<file path="src/rtl/cycpuf_pkg.sv">
// Shared definitions for the cyclic-BPUF challenge driver.
//   - cyc_state_e    : driver FSM states
//   - CYC_CHAL_W     : default challenge width (matches the PUF Chal bus)
//   - CYC_TAPS       : default Fibonacci feedback mask (taps 50,5,2,0)
//   - maj_threshold(): vote count that must be exceeded for a '1'
package cycpuf_pkg;

    localparam int unsigned CYC_CHAL_W = 51;
    localparam logic [CYC_CHAL_W-1:0] CYC_TAPS = 51'h4000000000025;

    typedef enum logic [2:0] {
        StIdle,
        StApply,
        StSettle,
        StSample,
        StEmit
    } cyc_state_e;

    // A voted bit is 1 when the number of ones is strictly greater than this.
    function automatic int unsigned maj_threshold(input int unsigned votes);
        return votes / 2;
    endfunction

endpackage

</file>
<file path="src/rtl/cycpuf_crp_driver_if.sv">
// Request/response bus between the enrollment/authentication controller and
// the challenge driver.
//   Request : seed_valid, seed_ready, seed[CHAL_W], num_words[16]
//   Response: out_valid, out_ready, out_data[RESP_W], out_last
// Modports: master = controller side, slave = driver side.
interface cycpuf_crp_driver_if
    import cycpuf_pkg::*;
#(
    parameter int unsigned CHAL_W = CYC_CHAL_W,
    parameter int unsigned RESP_W = 32
) ();

    logic              seed_valid;
    logic              seed_ready;
    logic [CHAL_W-1:0] seed;
    logic [15:0]       num_words;

    logic              out_valid;
    logic              out_ready;
    logic [RESP_W-1:0] out_data;
    logic              out_last;

    modport master (
        output seed_valid, seed, num_words, out_ready,
        input  seed_ready, out_valid, out_data, out_last
    );

    modport slave (
        input  seed_valid, seed, num_words, out_ready,
        output seed_ready, out_valid, out_data, out_last
    );

endinterface

</file>
<file path="src/rtl/cycpuf_lfsr.sv">
// CHAL_W-bit Fibonacci LFSR used as the challenge generator.
//   clk, rst_n : clock, synchronous active-low reset
//   load, seed : load seed (an all-zero seed becomes 1, the lock-up state)
//   step       : shift left, feedback = XOR of state bits selected by TAPS
//   state      : current LFSR contents
// load takes priority over step.
module cycpuf_lfsr
    import cycpuf_pkg::*;
#(
    parameter int unsigned       CHAL_W = CYC_CHAL_W,
    parameter logic [CHAL_W-1:0] TAPS   = CYC_TAPS
) (
    input  logic              clk,
    input  logic              rst_n,
    input  logic              load,
    input  logic [CHAL_W-1:0] seed,
    input  logic              step,
    output logic [CHAL_W-1:0] state
);

    logic [CHAL_W-1:0] state_q;
    logic [CHAL_W-1:0] state_d;

    always_comb begin
        state_d = state_q;
        if (load) begin
            state_d = (seed == '0) ? CHAL_W'(1) : seed;
        end else if (step) begin
            state_d = {state_q[CHAL_W-2:0], ^(state_q & TAPS)};
        end
    end

    always_ff @(posedge clk) begin
        if (!rst_n) begin
            state_q <= CHAL_W'(1);
        end else begin
            state_q <= state_d;
        end
    end

    assign state = state_q;

endmodule

</file>
<file path="src/rtl/cycpuf_crp_driver.sv">
// Challenge-side driver for the cyclic-BPUF array.
// Accepts a seed and word count, applies an LFSR challenge sequence to the PUF,
// majority-votes VOTES response samples per challenge after a SETTLE window,
// packs RESP_W voted bits per word (first bit in the MSB) and streams the
// words out over a valid/ready handshake.
//   clk, rst_n : clock, synchronous active-low reset
//   bus        : slave side of cycpuf_crp_driver_if (seed request / word stream)
//   chal       : registered challenge to the PUF
//   puf_resp   : 1-bit PUF response
//   busy       : high whenever not idle
module cycpuf_crp_driver
    import cycpuf_pkg::*;
#(
    parameter int unsigned       CHAL_W = CYC_CHAL_W,
    parameter logic [CHAL_W-1:0] TAPS   = CYC_TAPS,
    parameter int unsigned       SETTLE = 8,
    parameter int unsigned       VOTES  = 5,
    parameter int unsigned       RESP_W = 32
) (
    input  logic                clk,
    input  logic                rst_n,
    cycpuf_crp_driver_if.slave  bus,
    output logic [CHAL_W-1:0]   chal,
    input  logic                puf_resp,
    output logic                busy
);

    localparam int unsigned SET_W  = $clog2(SETTLE + 1);
    localparam int unsigned ONES_W = $clog2(VOTES + 1);
    localparam int unsigned BIT_W  = $clog2(RESP_W + 1);
    localparam logic [ONES_W-1:0] THRESH = ONES_W'(maj_threshold(VOTES));

    cyc_state_e          state_q, state_d;
    logic [CHAL_W-1:0]   chal_q, chal_d;
    logic [RESP_W-1:0]   shreg_q, shreg_d;
    logic [15:0]         words_left_q, words_left_d;
    logic [BIT_W-1:0]    bit_cnt_q, bit_cnt_d;
    logic [SET_W-1:0]    settle_cnt_q, settle_cnt_d;
    logic [ONES_W-1:0]   vote_cnt_q, vote_cnt_d;
    logic [ONES_W-1:0]   ones_q, ones_d;

    logic                lfsr_load;
    logic                lfsr_step;
    logic [CHAL_W-1:0]   lfsr_state;
    logic [ONES_W-1:0]   ones_sum;
    logic                voted;

    cycpuf_lfsr #(
        .CHAL_W (CHAL_W),
        .TAPS   (TAPS)
    ) u_lfsr (
        .clk    (clk),
        .rst_n  (rst_n),
        .load   (lfsr_load),
        .seed   (bus.seed),
        .step   (lfsr_step),
        .state  (lfsr_state)
    );

    // Current sample is folded in so the vote resolves on the last sample cycle.
    assign ones_sum = ones_q + ONES_W'(puf_resp);
    assign voted    = (ones_sum > THRESH);

    always_comb begin
        state_d      = state_q;
        chal_d       = chal_q;
        shreg_d      = shreg_q;
        words_left_d = words_left_q;
        bit_cnt_d    = bit_cnt_q;
        settle_cnt_d = settle_cnt_q;
        vote_cnt_d   = vote_cnt_q;
        ones_d       = ones_q;
        lfsr_load    = 1'b0;
        lfsr_step    = 1'b0;

        unique case (state_q)
            StIdle: begin
                if (bus.seed_valid) begin
                    lfsr_load    = 1'b1;
                    words_left_d = bus.num_words;
                    bit_cnt_d    = '0;
                    if (bus.num_words != 16'd0) begin
                        state_d = StApply;
                    end
                end
            end
            StApply: begin
                chal_d       = lfsr_state;
                settle_cnt_d = '0;
                vote_cnt_d   = '0;
                ones_d       = '0;
                state_d      = StSettle;
            end
            StSettle: begin
                if (settle_cnt_q == SET_W'(SETTLE - 1)) begin
                    state_d = StSample;
                end else begin
                    settle_cnt_d = settle_cnt_q + SET_W'(1);
                end
            end
            StSample: begin
                if (vote_cnt_q == ONES_W'(VOTES - 1)) begin
                    shreg_d   = {shreg_q[RESP_W-2:0], voted};
                    lfsr_step = 1'b1;
                    if (bit_cnt_q == BIT_W'(RESP_W - 1)) begin
                        bit_cnt_d = '0;
                        state_d   = StEmit;
                    end else begin
                        bit_cnt_d = bit_cnt_q + BIT_W'(1);
                        state_d   = StApply;
                    end
                end else begin
                    ones_d     = ones_sum;
                    vote_cnt_d = vote_cnt_q + ONES_W'(1);
                end
            end
            StEmit: begin
                if (bus.out_ready) begin
                    words_left_d = words_left_q - 16'd1;
                    state_d      = (words_left_q == 16'd1) ? StIdle : StApply;
                end
            end
            default: state_d = StIdle;
        endcase
    end

    always_ff @(posedge clk) begin
        if (!rst_n) begin
            state_q      <= StIdle;
            chal_q       <= '0;
            shreg_q      <= '0;
            words_left_q <= '0;
            bit_cnt_q    <= '0;
            settle_cnt_q <= '0;
            vote_cnt_q   <= '0;
            ones_q       <= '0;
        end else begin
            state_q      <= state_d;
            chal_q       <= chal_d;
            shreg_q      <= shreg_d;
            words_left_q <= words_left_d;
            bit_cnt_q    <= bit_cnt_d;
            settle_cnt_q <= settle_cnt_d;
            vote_cnt_q   <= vote_cnt_d;
            ones_q       <= ones_d;
        end
    end

    assign chal           = chal_q;
    assign bus.seed_ready = (state_q == StIdle);
    assign busy           = (state_q != StIdle);
    assign bus.out_valid  = (state_q == StEmit);
    assign bus.out_data   = shreg_q;
    assign bus.out_last   = (state_q == StEmit) && (words_left_q == 16'd1);

endmodule

</file>
<file path="src/flat_wrapper.sv">
// flat-port wrapper written by rule: the top's interface ports become plain ports
module cycpuf_crp_driver_flat import cycpuf_pkg::*;
#(
    parameter int unsigned       CHAL_W = CYC_CHAL_W,
    parameter logic [CHAL_W-1:0] TAPS   = CYC_TAPS,
    parameter int unsigned       SETTLE = 8,
    parameter int unsigned       VOTES  = 5,
    parameter int unsigned       RESP_W = 32
)
  (clk, rst_n, chal, puf_resp, busy, bus_seed_valid, bus_seed, bus_num_words, bus_out_ready, bus_seed_ready, bus_out_valid, bus_out_data, bus_out_last);
  cycpuf_crp_driver_if #(.CHAL_W(CHAL_W), .RESP_W(RESP_W)) bus_i ();
  input  logic clk;
  input  logic rst_n;
  output logic [CHAL_W-1:0] chal;
  input  logic puf_resp;
  output logic busy;
  input wire logic [$bits(bus_i.seed_valid)-1:0] bus_seed_valid;
  input wire logic [$bits(bus_i.seed)-1:0] bus_seed;
  input wire logic [$bits(bus_i.num_words)-1:0] bus_num_words;
  input wire logic [$bits(bus_i.out_ready)-1:0] bus_out_ready;
  output wire logic [$bits(bus_i.seed_ready)-1:0] bus_seed_ready;
  output wire logic [$bits(bus_i.out_valid)-1:0] bus_out_valid;
  output wire logic [$bits(bus_i.out_data)-1:0] bus_out_data;
  output wire logic [$bits(bus_i.out_last)-1:0] bus_out_last;
  assign bus_i.seed_valid = bus_seed_valid;
  assign bus_i.seed = bus_seed;
  assign bus_i.num_words = bus_num_words;
  assign bus_i.out_ready = bus_out_ready;
  assign bus_seed_ready = bus_i.seed_ready;
  assign bus_out_valid = bus_i.out_valid;
  assign bus_out_data = bus_i.out_data;
  assign bus_out_last = bus_i.out_last;
  cycpuf_crp_driver #(.CHAL_W(CHAL_W), .TAPS(TAPS), .SETTLE(SETTLE), .VOTES(VOTES), .RESP_W(RESP_W)) u_core (.clk(clk), .rst_n(rst_n), .bus(bus_i), .chal(chal), .puf_resp(puf_resp), .busy(busy));
endmodule
</file>
<file path="config.mk">
export PLATFORM = sky130hd
export DESIGN_NAME = cycpuf_crp_driver_flat
export DESIGN_NICKNAME = d
export VERILOG_FILES = /design/src/rtl/cycpuf_pkg.sv /design/src/rtl/cycpuf_crp_driver_if.sv /design/src/rtl/cycpuf_lfsr.sv /design/src/rtl/cycpuf_crp_driver.sv /design/src/flat_wrapper.sv
export SDC_FILE = /design/constraint.sdc
export NUM_CORES = 1
export LEC_CHECK = 0
export BUFFER_PORTS_ARGS = -buffer_cell sky130_fd_sc_hd__clkbuf_2
export CAP_MARGIN = 5
export CELL_PAD_IN_SITES_DETAIL_PLACEMENT = 0
export CELL_PAD_IN_SITES_GLOBAL_PLACEMENT = 2
export CORE_UTILIZATION = 30
export CTS_BUF_LIST = sky130_fd_sc_hd__clkbuf_8
export CTS_CLUSTER_SIZE = 25
export DETAILED_ROUTE_END_ITERATION = 7
export PLACE_DENSITY_LB_ADDON = 0.08
export SYNTH_ARGS = -nofsm -noshare
export SYNTH_HDL_FRONTEND = slang
export SYNTH_SLANG_ARGS = --single-unit
</file>
<file path="constraint.sdc">
create_clock -name clk -period 4.2 [get_ports clk]
set_clock_uncertainty 0.15 [all_clocks]
set_input_delay 0.21 -clock clk [delete_from_list [all_inputs] [get_ports clk]]
set_output_delay 0.21 -clock clk [all_outputs]
set_load 0.01 [all_outputs]
</file>
==> metrics.txt <==
# TYPE chip_impl_metric gauge
chip_impl_metric{name="routed-via-count",unit=""} 6760
chip_impl_metric{name="cts.reportedPaths.clkPinSlew",unit="ps"} 100
chip_impl_metric{name="max_cap_violations",unit=""} 0
chip_impl_metric{name="cts.repair.resized",unit=""} 0
chip_impl_metric{name="inserted_clock_buffers",unit=""} 17
chip_impl_metric{name="report.final.setup_viol",unit=""} 0
chip_impl_info{name="regToRegEndpoint",value="u_core.u_lfsr.state[0]"} 1
chip_impl_metric{name="crit_arrival",unit="ps"} 2630
chip_impl_metric{name="syn_inst",unit=""} 877
chip_impl_metric{name="antenna_left",unit=""} 0
chip_impl_metric{name="irDropWorstVdd",unit="V"} 0.000148
chip_impl_info{name="critical_path.reg2reg.startpoint",value="u_core.state_q[1]"} 1
chip_impl_metric{name="number_of_enable_flip_flop_cells_after_synthesis",unit=""} 0
chip_impl_metric{name="initial_standard_cell_utilization_of_the_core",unit="%"} 30.6
chip_impl_metric{name="synth-async-reset-ratio",unit="%"} 0
chip_impl_metric{name="drc",unit=""} 0
chip_impl_metric{name="synthesis.area",unit="mm^2"} 0.00720
chip_impl_metric{name="placement.io_buffers",unit=""} 158
chip_impl_info{name="crit_path_start_kind",value="register"} 1
chip_impl_metric{name="post_route_cells_drive_above_1_share",unit="%"} 19.2
chip_impl_metric{name="fmax",unit="MHz"} 335
chip_impl_metric{name="final_net_count",unit=""} 1143
chip_impl_info{name="tritoncts",value="done"} 1
chip_impl_metric{name="die_area",unit="mm^2"} 0.0246
chip_impl_metric{name="mean_post_synth_cell_area",unit="um^2"} 8.21
chip_impl_metric{name="final_core_utilization",unit="%"} 39.6
chip_impl_metric{name="min_delay_path_depth",unit=""} 4
chip_impl_metric{name="dpl.cell_count",unit=""} 1296
chip_impl_metric{name="grt_start_max_net_pins",unit=""} 105
chip_impl_info{name="clock_root_cell",value="sky130_fd_sc_hd__clkbuf_8"} 1
chip_impl_info{name="yosys.cell_count.top_type",value="sky130_fd_sc_hd__nand2_1"} 1
chip_impl_metric{name="htree_num_levels",unit=""} 4
chip_impl_metric{name="hold_buffers",unit=""} 67
chip_impl_metric{name="mappedNetlistNets",unit=""} 957
chip_impl_metric{name="cellLeakagePower",unit="nW"} 3.94
chip_impl_metric{name="ys_seq_elements",unit=""} 169
chip_impl_metric{name="maxSlewViolCount",unit=""} 0
chip_impl_info{name="holdCritStartpoint",value="bus_num_words[12]"} 1
chip_impl_metric{name="detailedRoute.firstPassIterationCount",unit=""} 4
chip_impl_metric{name="worst_slew_pin_slew",unit="ps"} 1080
chip_impl_metric{name="post_layout_nonfiller_instances",unit=""} 1395
chip_impl_metric{name="first_global_vias",unit=""} 6458
chip_impl_info{name="worst-setup-path-type",value="register to output port"} 1
chip_impl_metric{name="grt_first_pass_wirelength",unit="mm"} 34.2
chip_impl_metric{name="avgViaCountPerCell",unit=""} 4.85
chip_impl_metric{name="timing.reg2reg.setup_slack",unit="ps"} 1430
chip_impl_metric{name="cts_setup_buffers",unit=""} 0
chip_impl_metric{name="core_area",unit="mm^2"} 0.0235
chip_impl_info{name="synth.top_cells.by_area",value="sky130_fd_sc_hd__dfxtp_1 47%, sky130_fd_sc_hd__nand2_1 10%, sky130_fd_sc_hd__mux2i_1 7.2%"} 1
chip_impl_metric{name="area_growth_syn_to_layout",unit="%"} 29.4
chip_impl_metric{name="fp.dieW",unit="um"} 157
chip_impl_metric{name="hold_viol",unit=""} 0
chip_impl_metric{name="post-route-period-util",unit="%"} 71.1
chip_impl_info{name="setup_repair_after_global_routing_missed_its_margin",value="false"} 1
chip_impl_metric{name="power",unit="mW"} 3.85
chip_impl_metric{name="grt_util_all_layers",unit="%"} 17.6
chip_impl_info{name="whs_endpoint",value="u_core.words_left_q[12]"} 1
chip_impl_metric{name="top_level_ports",unit=""} 159
chip_impl_metric{name="worstPathRequired",unit="ps"} 3840
chip_impl_info{name="critical_path.top_delay_family",value="simple AND/OR/NAND/NOR gates"} 1
chip_impl_metric{name="cts.sink_count",unit=""} 169
chip_impl_info{name="leading_cell_types_by_count_after_synthesis",value="195 x sky130_fd_sc_hd__nand2_1, 169 x sky130_fd_sc_hd__dfxtp_1, 103 x sky130_fd_sc_hd__a21oi_1, 78 x sky130_fd_sc_hd__nor2_1, 55 x sky130_fd_sc_hd__a211oi_1"} 1
chip_impl_metric{name="n_antenna_cell",unit=""} 0
chip_impl_metric{name="reg2regPathDepth",unit=""} 4
chip_impl_metric{name="cp.buffers_inverters",unit=""} 2
chip_impl_info{name="cp_slowest_cell",value="sky130_fd_sc_hd__or3b_2"} 1
chip_impl_metric{name="insertion_delay",unit="ps"} 450
chip_impl_metric{name="worst_slew_margin",unit="%"} 28.2
chip_impl_info{name="synth_ff_type",value="sky130_fd_sc_hd__dfxtp_1"} 1
chip_impl_metric{name="power_density",unit="mW/mm^2"} 413
chip_impl_info{name="hp-class",value="input port to register"} 1
chip_impl_metric{name="synth_top_cell_area_share",unit="%"} 47.0
chip_impl_metric{name="synthDistinctLibCells",unit=""} 47
chip_impl_info{name="path_cells",value="or3b_2 -> inv_1 -> and3_1 -> clkbuf_2"} 1
chip_impl_metric{name="worst_path_largest_cell_delay",unit="ps"} 760
chip_impl_metric{name="place.gp.congestion",unit=""} 0.709
chip_impl_info{name="critical_path.endpoint_type",value="output port"} 1
chip_impl_metric{name="core.rowCount",unit=""} 56
chip_impl_metric{name="synthesis.yosys.warnings",unit=""} 0
chip_impl_info{name="cell_taking_the_most_area_after_synthesis",value="sky130_fd_sc_hd__dfxtp_1"} 1
chip_impl_info{name="outcome",value="finished, final reports clean"} 1
chip_impl_metric{name="wl_per_cell",unit="um"} 15.2
chip_impl_metric{name="number_of_antenna_violations_at_the_first_check_in_global_routing",unit=""} 0
chip_impl_metric{name="synth.yosys.seq_area_share",unit="%"} 47.0
chip_impl_metric{name="tns",unit="ps"} 0
chip_impl_metric{name="grt.overflow.total",unit=""} 0
chip_impl_metric{name="post-dp-hpwl",unit="mm"} 13.9
chip_impl_metric{name="dr.first_iter.drc_count",unit=""} 303
chip_impl_metric{name="finalWirelength",unit="mm"} 21.2
chip_impl_metric{name="die_h",unit="um"} 157
chip_impl_metric{name="path_max_fanout",unit=""} 30
chip_impl_metric{name="cts.path.max_buffers",unit=""} 2
chip_impl_metric{name="min_period",unit="ps"} 2990
-- per-stage QoR --
stage	worst slack (ps)	hold WS [ps]	cell area [um^2]
after CTS	1150	9.41	9320
after detailed placement	1470	298	8240
after floorplan	1950	162	7200
final	1210	34.1	9320
after global routing	1030	59.0	9320
after global placement	1450	293	8240
-- routing by layer --
| layer | global-route usage (%) | share of wire [%] |
|---|---|---|
| met1 | 25.3 | 52 |
| met2 | 26.8 | 44 |
| met3 | 3.63 | 3.3 |
| met4 | 4.06 | 0.71 |
| met5 | 0 | 0 |
-- sequential cells by signal, summed over array words and instances, names as in the netlist --
name / flops
u_core.bit_cnt_q: 6
u_core.ones_q: 3
u_core.bus.out_data: 32
u_core.settle_cnt_q: 4
u_core.words_left_q: 16
u_core.vote_cnt_q: 3
u_core.chal: 51
u_core.state_q: 3
u_core.u_lfsr.state: 51
-- worst min-delay path, cell delays in order --
cell	delay (ps)
sky130_fd_sc_hd__clkbuf_2	90
sky130_fd_sc_hd__or3_1	90
sky130_fd_sc_hd__o211ai_1	80
sky130_fd_sc_hd__a31oi_1	130
-- power breakdown --
| part | switching, mW | internal (mW) |
|---|---|---|
| Clock | 0.665 | 0.560 |
| Combinational | 0.452 | 0.302 |
| Sequential | 0.123 | 1.74 |
-- how the worst max path moves through the flow --
stage,startpoint,endpoint,slack (ps),cells past startpoint
5_1_grt,u_core.state_q[2],bus_out_last,1030,4
6_report,u_core.state_q[2],bus_out_last,1210,4
3_3_place_gp,u_core.state_q[1],u_core.u_lfsr.state[0],1450,4
3_5_place_dp,u_core.state_q[1],u_core.u_lfsr.state[0],1470,4
4_1_cts,u_core.state_q[2],bus_out_last,1150,4
2_1_floorplan,u_core.words_left_q[0],u_core.words_left_q[12],1950,7
-- kinds of logic after synthesis --
logic type	count (synthesis)	share of synthesized area [%]
buf+inv	72	3.82
xor+xnor	8	0.973
fa+ha+maj	8	1.39
compound gates	213	18.1
flops	169	47.0
simple gates	354	21.4
mux	53	7.38
-- placed cells by master, fill, tap and decap left out, types with 6 or more instances in the layout --
cell	instances
sky130_fd_sc_hd__inv_1	7
sky130_fd_sc_hd__a211oi_1	55
sky130_fd_sc_hd__mux2i_1	52
sky130_fd_sc_hd__a21oi_1	103
sky130_fd_sc_hd__nand4_1	7
sky130_fd_sc_hd__o21ai_0	19
sky130_fd_sc_hd__clkbuf_8	18
sky130_fd_sc_hd__buf_4	6
sky130_fd_sc_hd__nor2_1	78
sky130_fd_sc_hd__nand2_1	193
sky130_fd_sc_hd__nor4_1	20
sky130_fd_sc_hd__nand3_1	14
sky130_fd_sc_hd__dfxtp_1	169
sky130_fd_sc_hd__clkbuf_2	158
sky130_fd_sc_hd__ha_1	8
sky130_fd_sc_hd__nor3_1	7
sky130_fd_sc_hd__xor2_1	6
sky130_fd_sc_hd__dlygate4sd3_1	67
sky130_fd_sc_hd__o22ai_1	6
-- area by class of cell --
cell class	count	area, um^2
clock buffers	18	248
fillers	2553	14200
repair buffers	232	1530
flip-flops and latches	169	3380
multi-input cells	636	3570
inverters	7	28.8
clock inverters	14	163
well taps	319	399
Power figures use the tool's default switching activity.
